File: config.mk
export PLATFORM = sky130hd
export DESIGN_NAME = pipe_hazard_ctrl_flat
export DESIGN_NICKNAME = d
export VERILOG_FILES = /design/src/rtl/pipe_hazard_ctrl_if.sv /design/src/rtl/pipe_hazard_ctrl.sv /design/src/flat_wrapper.sv
export SDC_FILE = /design/constraint.sdc
export NUM_CORES = 1
export LEC_CHECK = 0
export CORE_MARGIN = 5
export CORE_UTILIZATION = 49
export CTS_CLUSTER_DIAMETER = 150
export CTS_CLUSTER_SIZE = 30
export DETAILED_ROUTE_END_ITERATION = 16
export GPL_TIMING_DRIVEN = 0
export PLACE_DENSITY = 0.84
export SLEW_MARGIN = 20
export SYNTH_ARGS = -nofsm -noshare
export SYNTH_HDL_FRONTEND = slang
export SYNTH_SLANG_ARGS = --single-unit
File: constraint.sdc
create_clock -name clk -period 3.5 [get_ports clk]
set_clock_uncertainty 0.05 [all_clocks]
set_input_delay 0.525 -clock clk [delete_from_list [all_inputs] [get_ports clk]]
set_output_delay 0.525 -clock clk [all_outputs]
set_load 0.02 [all_outputs]
File: src/rtl/pipe_hazard_ctrl_if.sv
// Request and response signals between the pipeline stages and the hazard controller.
// The controller side uses the slave modport; the pipeline (or a bench) uses master.
interface pipe_hazard_ctrl_if #(
  parameter int unsigned NSTAGE    = 5,
  parameter int unsigned ISSUE_NUM = 2,
  parameter int unsigned REG_W     = 5,
  parameter int unsigned CNT_W     = 32
);
  logic [NSTAGE-1:0]          stall_req;
  logic [NSTAGE-1:0]          flush_req;
  logic [ISSUE_NUM-1:0]       id_rs1_en;
  logic [ISSUE_NUM-1:0]       id_rs2_en;
  logic [ISSUE_NUM*REG_W-1:0] id_rs1;
  logic [ISSUE_NUM*REG_W-1:0] id_rs2;
  logic [ISSUE_NUM-1:0]       ex_mem_read;
  logic [ISSUE_NUM*REG_W-1:0] ex_rd;
  logic [NSTAGE-1:0]          stall;
  logic [NSTAGE-1:0]          flush;
  logic                       pend_flush;
  logic [CNT_W-1:0]           stall_cnt;
  logic [CNT_W-1:0]           flush_cnt;

  modport master (
    output stall_req, flush_req, id_rs1_en, id_rs2_en, id_rs1, id_rs2, ex_mem_read, ex_rd,
    input  stall, flush, pend_flush, stall_cnt, flush_cnt
  );

  modport slave (
    input  stall_req, flush_req, id_rs1_en, id_rs2_en, id_rs1, id_rs2, ex_mem_read, ex_rd,
    output stall, flush, pend_flush, stall_cnt, flush_cnt
  );
endinterface

File: src/rtl/pipe_hazard_ctrl.sv
// Per-stage stall/flush controller: post-reset drain, load-use detection, latched
// redirects that wait out older-stage stalls, and saturating stall/flush event counters.
module pipe_hazard_ctrl #(
  parameter int unsigned NSTAGE    = 5,
  parameter int unsigned ISSUE_NUM = 2,
  parameter int unsigned REG_W     = 5,
  parameter int unsigned ID_STG    = 1,
  parameter int unsigned DRAIN_CYC = 2,
  parameter int unsigned CNT_W     = 32
) (
  input logic              clk,
  input logic              rst,
  pipe_hazard_ctrl_if.slave bus
);
  localparam int unsigned SW = (NSTAGE > 1) ? $clog2(NSTAGE) : 1;
  localparam int unsigned DW = $clog2(DRAIN_CYC + 1);

  typedef enum logic [1:0] {StDrain, StRun, StHold} state_e;

  state_e            state_q;
  logic [SW-1:0]     pend_q;
  logic [DW-1:0]     drain_q;
  logic [CNT_W-1:0]  stall_cnt_q;
  logic [CNT_W-1:0]  flush_cnt_q;

  logic              lu;
  logic [REG_W-1:0]  rd_j;
  logic [NSTAGE-1:0] sreq;
  logic              f_valid, eff_valid, s_valid, in_hold;
  logic [SW-1:0]     f, eff, s;
  logic [NSTAGE-1:0] stall_c, flush_c;
  logic              apply, hold_next;

  always_comb begin
    lu   = 1'b0;
    rd_j = '0;
    for (int j = 0; j < ISSUE_NUM; j++) begin
      rd_j = bus.ex_rd[j*REG_W +: REG_W];
      for (int i = 0; i < ISSUE_NUM; i++) begin
        if (bus.ex_mem_read[j] && (rd_j != '0) &&
            ((bus.id_rs1_en[i] && (bus.id_rs1[i*REG_W +: REG_W] == rd_j)) ||
             (bus.id_rs2_en[i] && (bus.id_rs2[i*REG_W +: REG_W] == rd_j)))) begin
          lu = 1'b1;
        end
      end
    end
  end

  always_comb begin
    sreq         = bus.stall_req;
    sreq[ID_STG] = sreq[ID_STG] | lu;
    in_hold      = (state_q == StHold);

    f_valid = 1'b0;
    f       = '0;
    for (int k = 0; k < NSTAGE; k++) begin
      if (bus.flush_req[k]) begin
        f_valid = 1'b1;
        f       = SW'(k);
      end
    end

    // Oldest outstanding redirect: a latched one, or a newer one from an older stage.
    eff_valid = f_valid | in_hold;
    eff       = f;
    if (in_hold && (!f_valid || (f < pend_q))) eff = pend_q;

    // Stall requests from stages that the redirect kills are void.
    if (eff_valid) begin
      for (int k = 0; k < NSTAGE; k++) begin
        if (k <= int'(eff)) sreq[k] = 1'b0;
      end
    end

    s_valid = 1'b0;
    s       = '0;
    for (int k = 0; k < NSTAGE; k++) begin
      if (sreq[k]) begin
        s_valid = 1'b1;
        s       = SW'(k);
      end
    end

    stall_c = '0;
    flush_c = '0;
    for (int k = 0; k < NSTAGE; k++) begin
      if (s_valid && (k <= int'(s))) stall_c[k] = 1'b1;
      if (s_valid && (k == int'(s) + 1)) flush_c[k] = 1'b1;
    end

    apply     = eff_valid && !s_valid;
    hold_next = eff_valid && s_valid;
    if (apply) begin
      for (int k = 0; k < NSTAGE; k++) begin
        if (k < int'(eff)) flush_c[k] = 1'b1;
      end
    end

    if (state_q == StDrain) begin
      stall_c   = '1;
      flush_c   = '1;
      apply     = 1'b0;
      hold_next = 1'b0;
    end
  end

  always_ff @(posedge clk or negedge rst) begin
    if (!rst) begin
      state_q     <= StDrain;
      drain_q     <= DW'(DRAIN_CYC);
      pend_q      <= '0;
      stall_cnt_q <= '0;
      flush_cnt_q <= '0;
    end else begin
      case (state_q)
        StDrain: begin
          drain_q <= drain_q - DW'(1);
          if (drain_q == DW'(1)) state_q <= StRun;
        end
        default: begin
          state_q <= hold_next ? StHold : StRun;
          pend_q  <= hold_next ? eff : '0;
          if ((|stall_c) && !(&stall_cnt_q)) stall_cnt_q <= stall_cnt_q + CNT_W'(1);
          if (apply && !(&flush_cnt_q)) flush_cnt_q <= flush_cnt_q + CNT_W'(1);
        end
      endcase
    end
  end

  assign bus.stall      = stall_c;
  assign bus.flush      = flush_c;
  assign bus.pend_flush = (state_q == StHold);
  assign bus.stall_cnt  = stall_cnt_q;
  assign bus.flush_cnt  = flush_cnt_q;
endmodule

File: src/flat_wrapper.sv
// flat-port wrapper written by rule: the top's interface ports become plain ports
module pipe_hazard_ctrl_flat 
#(
  parameter int unsigned NSTAGE    = 5,
  parameter int unsigned ISSUE_NUM = 2,
  parameter int unsigned REG_W     = 5,
  parameter int unsigned ID_STG    = 1,
  parameter int unsigned DRAIN_CYC = 2,
  parameter int unsigned CNT_W     = 32
)
  (clk, rst, bus_stall_req, bus_flush_req, bus_id_rs1_en, bus_id_rs2_en, bus_id_rs1, bus_id_rs2, bus_ex_mem_read, bus_ex_rd, bus_stall, bus_flush, bus_pend_flush, bus_stall_cnt, bus_flush_cnt);
  pipe_hazard_ctrl_if #(.NSTAGE(NSTAGE), .ISSUE_NUM(ISSUE_NUM), .REG_W(REG_W), .CNT_W(CNT_W)) bus_i ();
  input logic clk;
  input logic rst;
  input wire logic [$bits(bus_i.stall_req)-1:0] bus_stall_req;
  input wire logic [$bits(bus_i.flush_req)-1:0] bus_flush_req;
  input wire logic [$bits(bus_i.id_rs1_en)-1:0] bus_id_rs1_en;
  input wire logic [$bits(bus_i.id_rs2_en)-1:0] bus_id_rs2_en;
  input wire logic [$bits(bus_i.id_rs1)-1:0] bus_id_rs1;
  input wire logic [$bits(bus_i.id_rs2)-1:0] bus_id_rs2;
  input wire logic [$bits(bus_i.ex_mem_read)-1:0] bus_ex_mem_read;
  input wire logic [$bits(bus_i.ex_rd)-1:0] bus_ex_rd;
  output wire logic [$bits(bus_i.stall)-1:0] bus_stall;
  output wire logic [$bits(bus_i.flush)-1:0] bus_flush;
  output wire logic [$bits(bus_i.pend_flush)-1:0] bus_pend_flush;
  output wire logic [$bits(bus_i.stall_cnt)-1:0] bus_stall_cnt;
  output wire logic [$bits(bus_i.flush_cnt)-1:0] bus_flush_cnt;
  assign bus_i.stall_req = bus_stall_req;
  assign bus_i.flush_req = bus_flush_req;
  assign bus_i.id_rs1_en = bus_id_rs1_en;
  assign bus_i.id_rs2_en = bus_id_rs2_en;
  assign bus_i.id_rs1 = bus_id_rs1;
  assign bus_i.id_rs2 = bus_id_rs2;
  assign bus_i.ex_mem_read = bus_ex_mem_read;
  assign bus_i.ex_rd = bus_ex_rd;
  assign bus_stall = bus_i.stall;
  assign bus_flush = bus_i.flush;
  assign bus_pend_flush = bus_i.pend_flush;
  assign bus_stall_cnt = bus_i.stall_cnt;
  assign bus_flush_cnt = bus_i.flush_cnt;
  pipe_hazard_ctrl #(.NSTAGE(NSTAGE), .ISSUE_NUM(ISSUE_NUM), .REG_W(REG_W), .ID_STG(ID_STG), .DRAIN_CYC(DRAIN_CYC), .CNT_W(CNT_W)) u_core (.clk(clk), .rst(rst), .bus(bus_i));
endmodule
==> results of run 1 <==
synthesized netlist by cell type, types with 2 or more instances:
cell type,number
buf_2,8
nand3_1,34
nor4_4,2
xnor2_1,44
o21ai_1,2
or4_1,2
dfrtp_1,70
nor2_1,26
nand2_1,39
and3_1,16
mux2_2,3
xor2_1,59
nor3b_1,7
and4_1,4
nor4b_2,3
and2_0,2
a211oi_1,2
a21oi_1,5
clkbuf_1,6
buf_4,6
and2_1,7
o21ai_0,6
a211oi_4,2
nand2b_1,5
buf_6,4
nor3_1,20
mux2i_1,2
nand4_1,19
o211ai_1,2
ha_1,5
nor4_1,10
inv_1,11
layout by cell type, fill, tap and decap left out, types with 4 or more instances in the layout:
cell,netlist,layout
nor4_1,10,10
nand3_1,34,34
buf_4,6,19
buf_2,8,10
and3_1,16,16
xnor2_1,44,44
clkdlybuf4s50_1,0,99
o21ai_0,6,5
xor2_1,59,59
clkbuf_1,6,6
buf_6,4,5
nand4_1,19,19
nor3b_1,7,7
and4_1,4,4
nor2_1,26,25
nand2b_1,5,5
inv_1,11,11
and2_1,7,7
dfrtp_1,70,70
clkbuf_8,0,9
nor3_1,20,20
nand2_1,39,39
ha_1,5,5
power breakdown:
part | internal (uW) | switching, uW | total, uW
Combinational | 560 | 732 | 1290
Sequential | 956 | 155 | 1110
Clock | 333 | 326 | 659
flip-flops by register name, indices dropped and copies added, names as in the netlist:
register and cells:
u_core.state_q 2, u_core.drain_q 2, u_core.bus.stall_cnt 32, u_core.bus.flush_cnt 32, u_core.pend_q 3
repair_timing:
item / in CTS / in global routing
setup buffers: 6 / 3
pin swaps: 3 / 2
resized for setup: 41 / 14
endpoints found under the setup margin: 10 / 10
hold buffers: 0 / 0
gates cloned: 0 / 0
critical path, cell delays in order:
cell and delay (ps):
clkdlybuf4s50_1 510, buf_6 160, nor2_2 60, ha_1 280, o2111ai_1 150, a22o_4 300
mux2_4 330, nand2_4 150, o21ai_1 100, clkdlybuf4s15_2 280
area by class of cell:
cell class,instances,area share
plain buffers,24,0.0283
clock buffers,10,0.0212
clock inverters,6,0.0117
inverters,11,0.00687
multi-input cells,347,0.415
flip-flops and latches,71,0.296
well taps,108,0.0225
repair buffers,122,0.198
routing by layer:
metal | up-vias | GRT usage | wire length (um)
met2 | 194 | 0.357 | 5830
li1 | 1831 | - | -
met4 | 0 | 0.0895 | 331
met3 | 27 | 0.0376 | 804
met1 | 1928 | 0.257 | 4750
met5 | - | 0 | 0
cells by family after synthesis:
group / Yosys count / share of synthesized area
mux: 7 / 0.0181
simple gates: 204 / 0.263
buf+inv: 35 / 0.0439
fa+ha+maj: 5 / 0.0141
flops: 71 / 0.402
xor+xnor: 103 / 0.204
compound gates: 28 / 0.0552
stage by stage:
step / hold WS (ps) / cell area (um2)
3_5_place_dp: 409 / 5700
4_1_cts: 31.3 / 5990
3_3_place_gp: 417 / 5680
6_report: 22.9 / 6010
2_1_floorplan: 179 / 4420
5_1_grt: 36.2 / 6010
worst max path at each step:
stage	endpoint	slack, ps	depth (start not counted)	start
after floorplan	bus_flush[3]	480	8	bus_flush_req[4]
after global placement	bus_flush[1]	-670	12	bus_flush_req[4]
after detailed placement	bus_flush[1]	-760	12	bus_flush_req[4]
after CTS	bus_stall[0]	4	11	bus_flush_req[4]
after global routing	bus_flush[1]	-20	12	bus_flush_req[4]
final	bus_flush[0]	80	10	bus_flush_req[4]
==> flow_summary.toml, run 1 <==
[logic_synthesis]
yosys_most_used_dff = "dfrtp_1"
synth_area_leaders = "dfrtp_1, xor2_1, xnor2_1"
ys_ff_latch = 71
synth_top_cell_by_area = "dfrtp_1"
synth-seq-area-share = 0.402
synth_cell_types = 52
ys_async_sr_fraction = 1.00
synth_fp_nets = 506
netlist.area_leader.share = 0.396
synth.avg_cell_area_um2 = 9.76
synth_edf_count = 0
yosysWarnings = 0
synthCells = 453
netlist_area_mm2 = 0.00442

[global_routing]
overflow = 0
grt_max_degree = 49
grt_pass1_vias = 4046
antenna_found_initial = 0
grt_pass1_wl_mm = 19.3
grtUsageTotal = 0.208

[critical_path]
path_class = "in -> out"
reg2regPathDepth = 10
end_kind = "primary output"
crit_arrival_ps = 2850
required_ps = 2920
path_max_fanout = 8
start_kind = "input pin"
r2r_slack_ps = 640
r2r-end = "u_core.bus.stall_cnt[21]"
r2r-start = "u_core.pend_q[2]"

[final_layout]
drive_gt1_frac = 0.137
seq_area_mm2 = 0.00178
area_delta_synth_final_pct = 35.9
multi_input_area_mm2 = 0.00250
stdcell_count = 699
diodes = 0
fin_nets = 639
fillers = 674
final_util = 0.686

[run_status]
status = "finished, final reports clean"

[sta]
hold_viol = 0
fmax_ghz = 0.292
setup_violations = 0
fin_crit_ps = 3420
worstMarginPinSlew_ps = 655
setup-tns-final_ps = 0
max_slew_margin = 0.560
slew_viol_final = 0
fin_crit_sh = 0.978
setup_slack_ps = 77.0

[pwr]
peakVddDrop_mv = 0.329
powerDensity_mw_per_mm2 = 510
leakagePower_uw = 0.00254
total_power_uw = 3060

[cts]
root_buffer = "clkbuf_8"
clock_latency_ps = 350
cts_buffers = 9
clkSlewWorstSetupHoldPaths_ps = 80
cts_max_path_buffers = 2
htreeDepth = 3
clock_sinks = 71
cts_tree = "built"

[hold_path]
hold_path.class = "in -> async"

[flow_run]
max_cap_violations = 0

[detailed_routing]
wl_per_cell_um = 16.8
dr.pass1.iters = 7
vias = 3980
postRouteAntennaNets = 0
drt_first_iter_violations = 134
drc = 0
routed_wl_mm = 11.7
viasPerCell = 5.69

[floorplan]
start_util = 0.505
core_mm2 = 0.00876
pin_count = 123
die-area_mm2 = 0.0110
row_count = 34
die_h_um = 105
die_w_um = 105

[place]
io_buffers = 112
routabilityCongestion = 0.922
place_ws_ps = -764
dpl.hpwl_mm = 8.89
dp_cells = 674
No activity file was read; power rests on OpenSTA's default activity.
==> inputs of run 2 (changes only) <==
SKIP_LAST_GASP = 1   (was not set)
==> run 2 against run 1 <==
Net effect: design area about the same; register-to-register slack barely moved; critical endpoint is now bus_flush[1]; largest cell class unchanged; critical path depth up 2; wire length about the same.
==> flow_summary.toml, run 2 (same netlist as run 1, synthesis figures left out) <==
[final_layout]
final_common_cell = "clkdlybuf4s50_1"
final_util = 0.686
mostFrequentLayoutCells = "clkdlybuf4s50_1, dfrtp_1, xor2_1"
diodes = 0
area_delta_synth_final_pct = 35.9
drive_gt1_frac = 0.137
fin_nets = 639

[global_routing]
grt_pass1_wl_mm = 19.3
overflow = 0
antenna_found_initial = 0
grt_max_degree = 49
grtUsageTotal = 0.208
grt_pass1_vias = 4046

[floorplan]
pin_count = 123
core_mm2 = 0.00876
die_w_um = 105
row_count = 34
die-area_mm2 = 0.0110
start_util = 0.505
die_h_um = 105

[critical_path]
end_kind = "primary output"
r2r-end = "u_core.bus.stall_cnt[21]"
r2r_slack_ps = 650
crit_arrival_ps = 2860
path_cells = "clkdlybuf4s50_1 -> buf_6 -> nor2_2 -> ha_1 -> o2111ai_1 -> a22o_4 -> clkbuf_8 -> mux2_2 -> a21oi_2 -> nand2_1 -> nand2_1 -> buf_4"
r2r-start = "u_core.pend_q[2]"
path_max_fanout = 10
reg2regPathDepth = 10
cp_slowest_stage_delay_ps = 510
cp_slowest_cell = "clkdlybuf4s50_1"
crit_path_end = "bus_flush[1]"
start_kind = "input pin"
crit_path_frequent_cell = "nand2_1"
path_class = "in -> out"
required_ps = 2920
cp-startpoint = "bus_flush_req[4]"

[detailed_routing]
wl_per_cell_um = 16.7
postRouteAntennaNets = 0
viasPerCell = 5.68
dr.pass1.iters = 5
drt_first_iter_violations = 135
vias = 3971
routed_wl_mm = 11.7
drc = 0

[cts]
postCtsHoldBufs = 0
cts_max_path_buffers = 2
clkSlewWorstSetupHoldPaths_ps = 80
clock_sinks = 71
cts_buffers = 9
htreeDepth = 3
root_buffer = "clkbuf_8"
clock_latency_ps = 350
cts_tree = "built"

[run_status]
status = "finished, final reports clean"

[sta]
setup-tns-final_ps = 0
hold_viol = 0
fmax_ghz = 0.291
setup_violations = 0
fin_crit_ps = 3430
fin_crit_sh = 0.981
max_slew_margin = 0.560
worstMarginPinSlew_ps = 655
slew_viol_final = 0
setup_slack_ps = 67.9
rsz0062_at_grt = "true"
holdWs_ps = 22.3

[place]
routabilityCongestion = 0.922
place_ws_ps = -764
dpl.hpwl_mm = 8.89
io_buffers = 112

[flow_run]
max_cap_violations = 0

[hold_path]
hold_path.class = "in -> async"

[pwr]
leakagePower_uw = 0.00254
total_power_uw = 3060
peakVddDrop_mv = 0.328
powerDensity_mw_per_mm2 = 510
run 2: changes by cell type in the layout (fill, tap and decap cells not counted), sizes merged:
cell,delta
buf,-1
clkbuf,+1
run 2: area by class of cell:
cell class,count,area [um2]
Multi-Input combinational cell,347,2500
Buffer,24,169
Timing Repair Buffer,122,1190
Sequential cell,71,1780
Fill cell,674,2760
Tap cell,108,135
Inverter,11,41.3
Clock inverter,6,70.1
Clock buffer,10,128
run 2: per-stage QoR:
stage | std cells | area [um2]
3_5_place_dp | 674 | 5700
3_3_place_gp | 673 | 5680
6_report | 699 | 6010
2_1_floorplan | 453 | 4420
5_1_grt | 699 | 6010
4_1_cts | 696 | 5990
run 2: worst min-delay path by stage:
stage                 startpoint                  endpoint  slack (ps)  depth (start not counted)
5_1_grt                      rst  u_core.bus.flush_cnt[23]          40                          1
2_1_floorplan                rst   u_core.bus.flush_cnt[0]         180                          0
3_5_place_dp                 rst  u_core.bus.flush_cnt[23]         410                          1
4_1_cts                      rst  u_core.bus.flush_cnt[23]          30                          1
6_report                     rst  u_core.bus.flush_cnt[23]          20                          1
3_3_place_gp   u_core.drain_q[0]         u_core.drain_q[0]         420                          1
run 2: timing repair:
item | in CTS | in global routing
gates resized for setup | 41 | 13
setup endpoints to repair | 10 | 10
pin swaps | 3 | 2
setup buffers | 6 | 3
gates cloned | 0 | 0
run 2: where the power goes:
group	switching, uW	internal, uW	total (uW)	leakage [uW]
Combinational	732	559	1290	0.00153
Sequential	155	956	1110	0.000914
Clock	327	333	660	0.0000891
Total	1210	1850	3060	0.00254
run 2: layer usage:
metal  part of all wire  vias up  GRT usage
li1                   -     1830          -
met2               0.50      190      0.357
met3              0.069       31     0.0376
met4              0.030        0     0.0895
met5                  0        -          0
met1               0.41     1920      0.257
run 2: critical path, delay by kind of cell:
kind / cells / cell delay, ps
buffers and inverters: 4 / 980
multiplexers: 1 / 360
adder cells (fa/ha/maj): 1 / 290
AND/OR/NAND/NOR: 3 / 190
AO/OA/AOI/OAI: 3 / 500
==> inputs of run 3 (changes only) <==
CELL_PAD_IN_SITES_DETAIL_PLACEMENT = 1   (was not set)
CELL_PAD_IN_SITES_GLOBAL_PLACEMENT = 1   (was not set)
CORE_UTILIZATION = 37   (was 49)
HOLD_SLACK_MARGIN = 0.03   (was not set)
PLACE_DENSITY = 0.85   (was 0.84)
==> run 3 against run 2 <==
Net effect: wire length increased by 13%; total power increased by 9.3%; sequential power about the same; sequential share of layout area decreased by 0.77 points; clock-buffer cell count increased by 1; die area increased by 29%; final cell count increased by 5.4%; sequential cell count unchanged; register-to-register slack got worse by 70 ps; first-iteration DRC count increased by 49%; via count decreased by 1.1%; clock power increased by 39%.
==> flow_summary.toml, run 3 (same netlist as run 1, synthesis figures left out) <==
[floorplan]
row_count = 40
core_mm2 = 0.0119
die-area_mm2 = 0.0142
die_h_um = 119
die_w_um = 119
start_util = 0.373
pin_count = 123

[critical_path]
r2r-end = "u_core.bus.flush_cnt[29]"
r2r_slack_ps = 580
path_max_fanout = 6
end_kind = "primary output"
crit_arrival_ps = 2830
path_class = "in -> out"
r2r-start = "u_core.pend_q[2]"
reg2regPathDepth = 12
required_ps = 2920
start_kind = "input pin"

[global_routing]
overflow = 0
grt_pass1_vias = 4401
grt_max_degree = 49
grtUsageTotal = 0.190
antenna_found_initial = 0
grt_pass1_wl_mm = 22.2

[pwr]
leakagePower_uw = 0.00258
peakVddDrop_mv = 0.291
total_power_uw = 3350
powerDensity_mw_per_mm2 = 543

[final_layout]
seq_area_mm2 = 0.00178
mostFrequentLayoutCells = "clkdlybuf4s50_1, dfrtp_1, xor2_1"
area_delta_synth_final_pct = 39.5
fillers = 1340
final_common_cell = "clkdlybuf4s50_1"
drive_gt1_frac = 0.136
multi_input_area_mm2 = 0.00250
diodes = 0
stdcell_area_mm2 = 0.00617
fin_nets = 638

[detailed_routing]
postRouteAntennaNets = 0
vias = 3926
routed_wl_mm = 13.2
drt_first_iter_violations = 201
drc = 0
dr.pass1.iters = 4
wl_per_cell_um = 18.0
viasPerCell = 5.33

[cts]
cts_tree = "built"
clock_latency_ps = 330
root_buffer = "clkbuf_16"
postCtsHoldBufs = 0
cts_buffers = 9
clkSlewWorstSetupHoldPaths_ps = 60
cts_max_path_buffers = 2
htreeDepth = 3
clock_sinks = 71

[sta]
setup-tns-final_ps = 0
slew_viol_final = 0
rsz0062_at_grt = "true"
setup_violations = 0
fmax_ghz = 0.293
fin_crit_ps = 3410
max_slew_margin = 0.588
hold_viol = 0
worstMarginPinSlew_ps = 613
fin_crit_sh = 0.974

[place]
io_buffers = 112
routabilityCongestion = 0.889
dpl.hpwl_mm = 10.1
postPlaceCellArea_mm2 = 0.00575

[run_status]
status = "finished, final reports clean"

[flow_run]
max_cap_violations = 0

[hold_path]
hold_path.class = "in -> async"
[run 3: cell types whose count changed in the layout (fill, tap and decap cells not counted)]
cell,change
nor4_2,+1
nor2_1,+1
clkinv_4,-1
clkbuf_16,+9
clkbuf_8,-9
clkinv_2,+1
buf_8,+1
nor4_1,-1
buf_4,-2
nor2_2,-1
inv_6,-1
buf_12,+1
[run 3: metal layers]
layer	global-route usage	share of wire	vias to the layer above
met5	0	0	-
met4	0.0694	0.020	0
met3	0.0256	0.041	22
met2	0.347	0.53	110
met1	0.225	0.41	1963
li1	-	-	1831
[run 3: power by group]
part | internal (uW) | switching, uW
Clock | 570 | 347
Sequential | 958 | 159
Combinational | 564 | 749
[run 3: cell type report]
| cell class | instances | area share |
|---|---|---|
| plain buffers | 24 | 0.0276 |
| flip-flops and latches | 71 | 0.288 |
| multi-input cells | 347 | 0.405 |
| clock inverters | 5 | 0.00933 |
| repair buffers | 121 | 0.194 |
| clock buffers | 11 | 0.0393 |
| inverters | 11 | 0.00669 |
| well taps | 147 | 0.0298 |
[run 3: worst max-delay path, stage by stage]
cell,delay (ps)
clkdlybuf4s50_1,510
buf_6,130
nor2_1,60
ha_1,210
a211oi_2,270
a22o_4,230
mux2i_4,290
nand2_4,130
o21ai_1,180
clkdlybuf4s15_2,290
[run 3: how the worst max path moves through the flow]
| stage | endpoint | slack (ps) | startpoint | depth (start not counted) |
|---|---|---|---|---|
| floorplan | bus_flush[3] | 480 | bus_flush_req[4] | 8 |
| global placement | bus_flush[1] | -710 | bus_flush_req[4] | 12 |
| detailed placement | bus_flush[1] | -770 | bus_flush_req[4] | 12 |
| CTS | bus_flush[1] | -6 | bus_flush_req[4] | 12 |
| global route | bus_flush[1] | -40 | bus_flush_req[4] | 12 |
| finish | bus_flush[0] | 90 | bus_flush_req[4] | 10 |
[run 3: repair_timing]
| action | 4_1_cts | 5_1_grt |
|---|---|---|
| setup endpoints to repair | 10 | 10 |
| resized for setup | 43 | 12 |
| pin swaps | 3 | 3 |
| setup buffers | 5 | 3 |
[run 3: metrics by stage]
step | std cells | utilization | hold WS (ps) | setup slack, ps
final | 737 | 0.520 | 48.7 | 91.6
after global routing | 737 | 0.520 | 74.0 | -41.4
after CTS | 734 | 0.517 | 60.1 | -6.02
after detailed placement | 713 | 0.485 | 411 | -774
after global placement | 712 | 0.483 | 417 | -706
after floorplan | 453 | - | 179 | 481
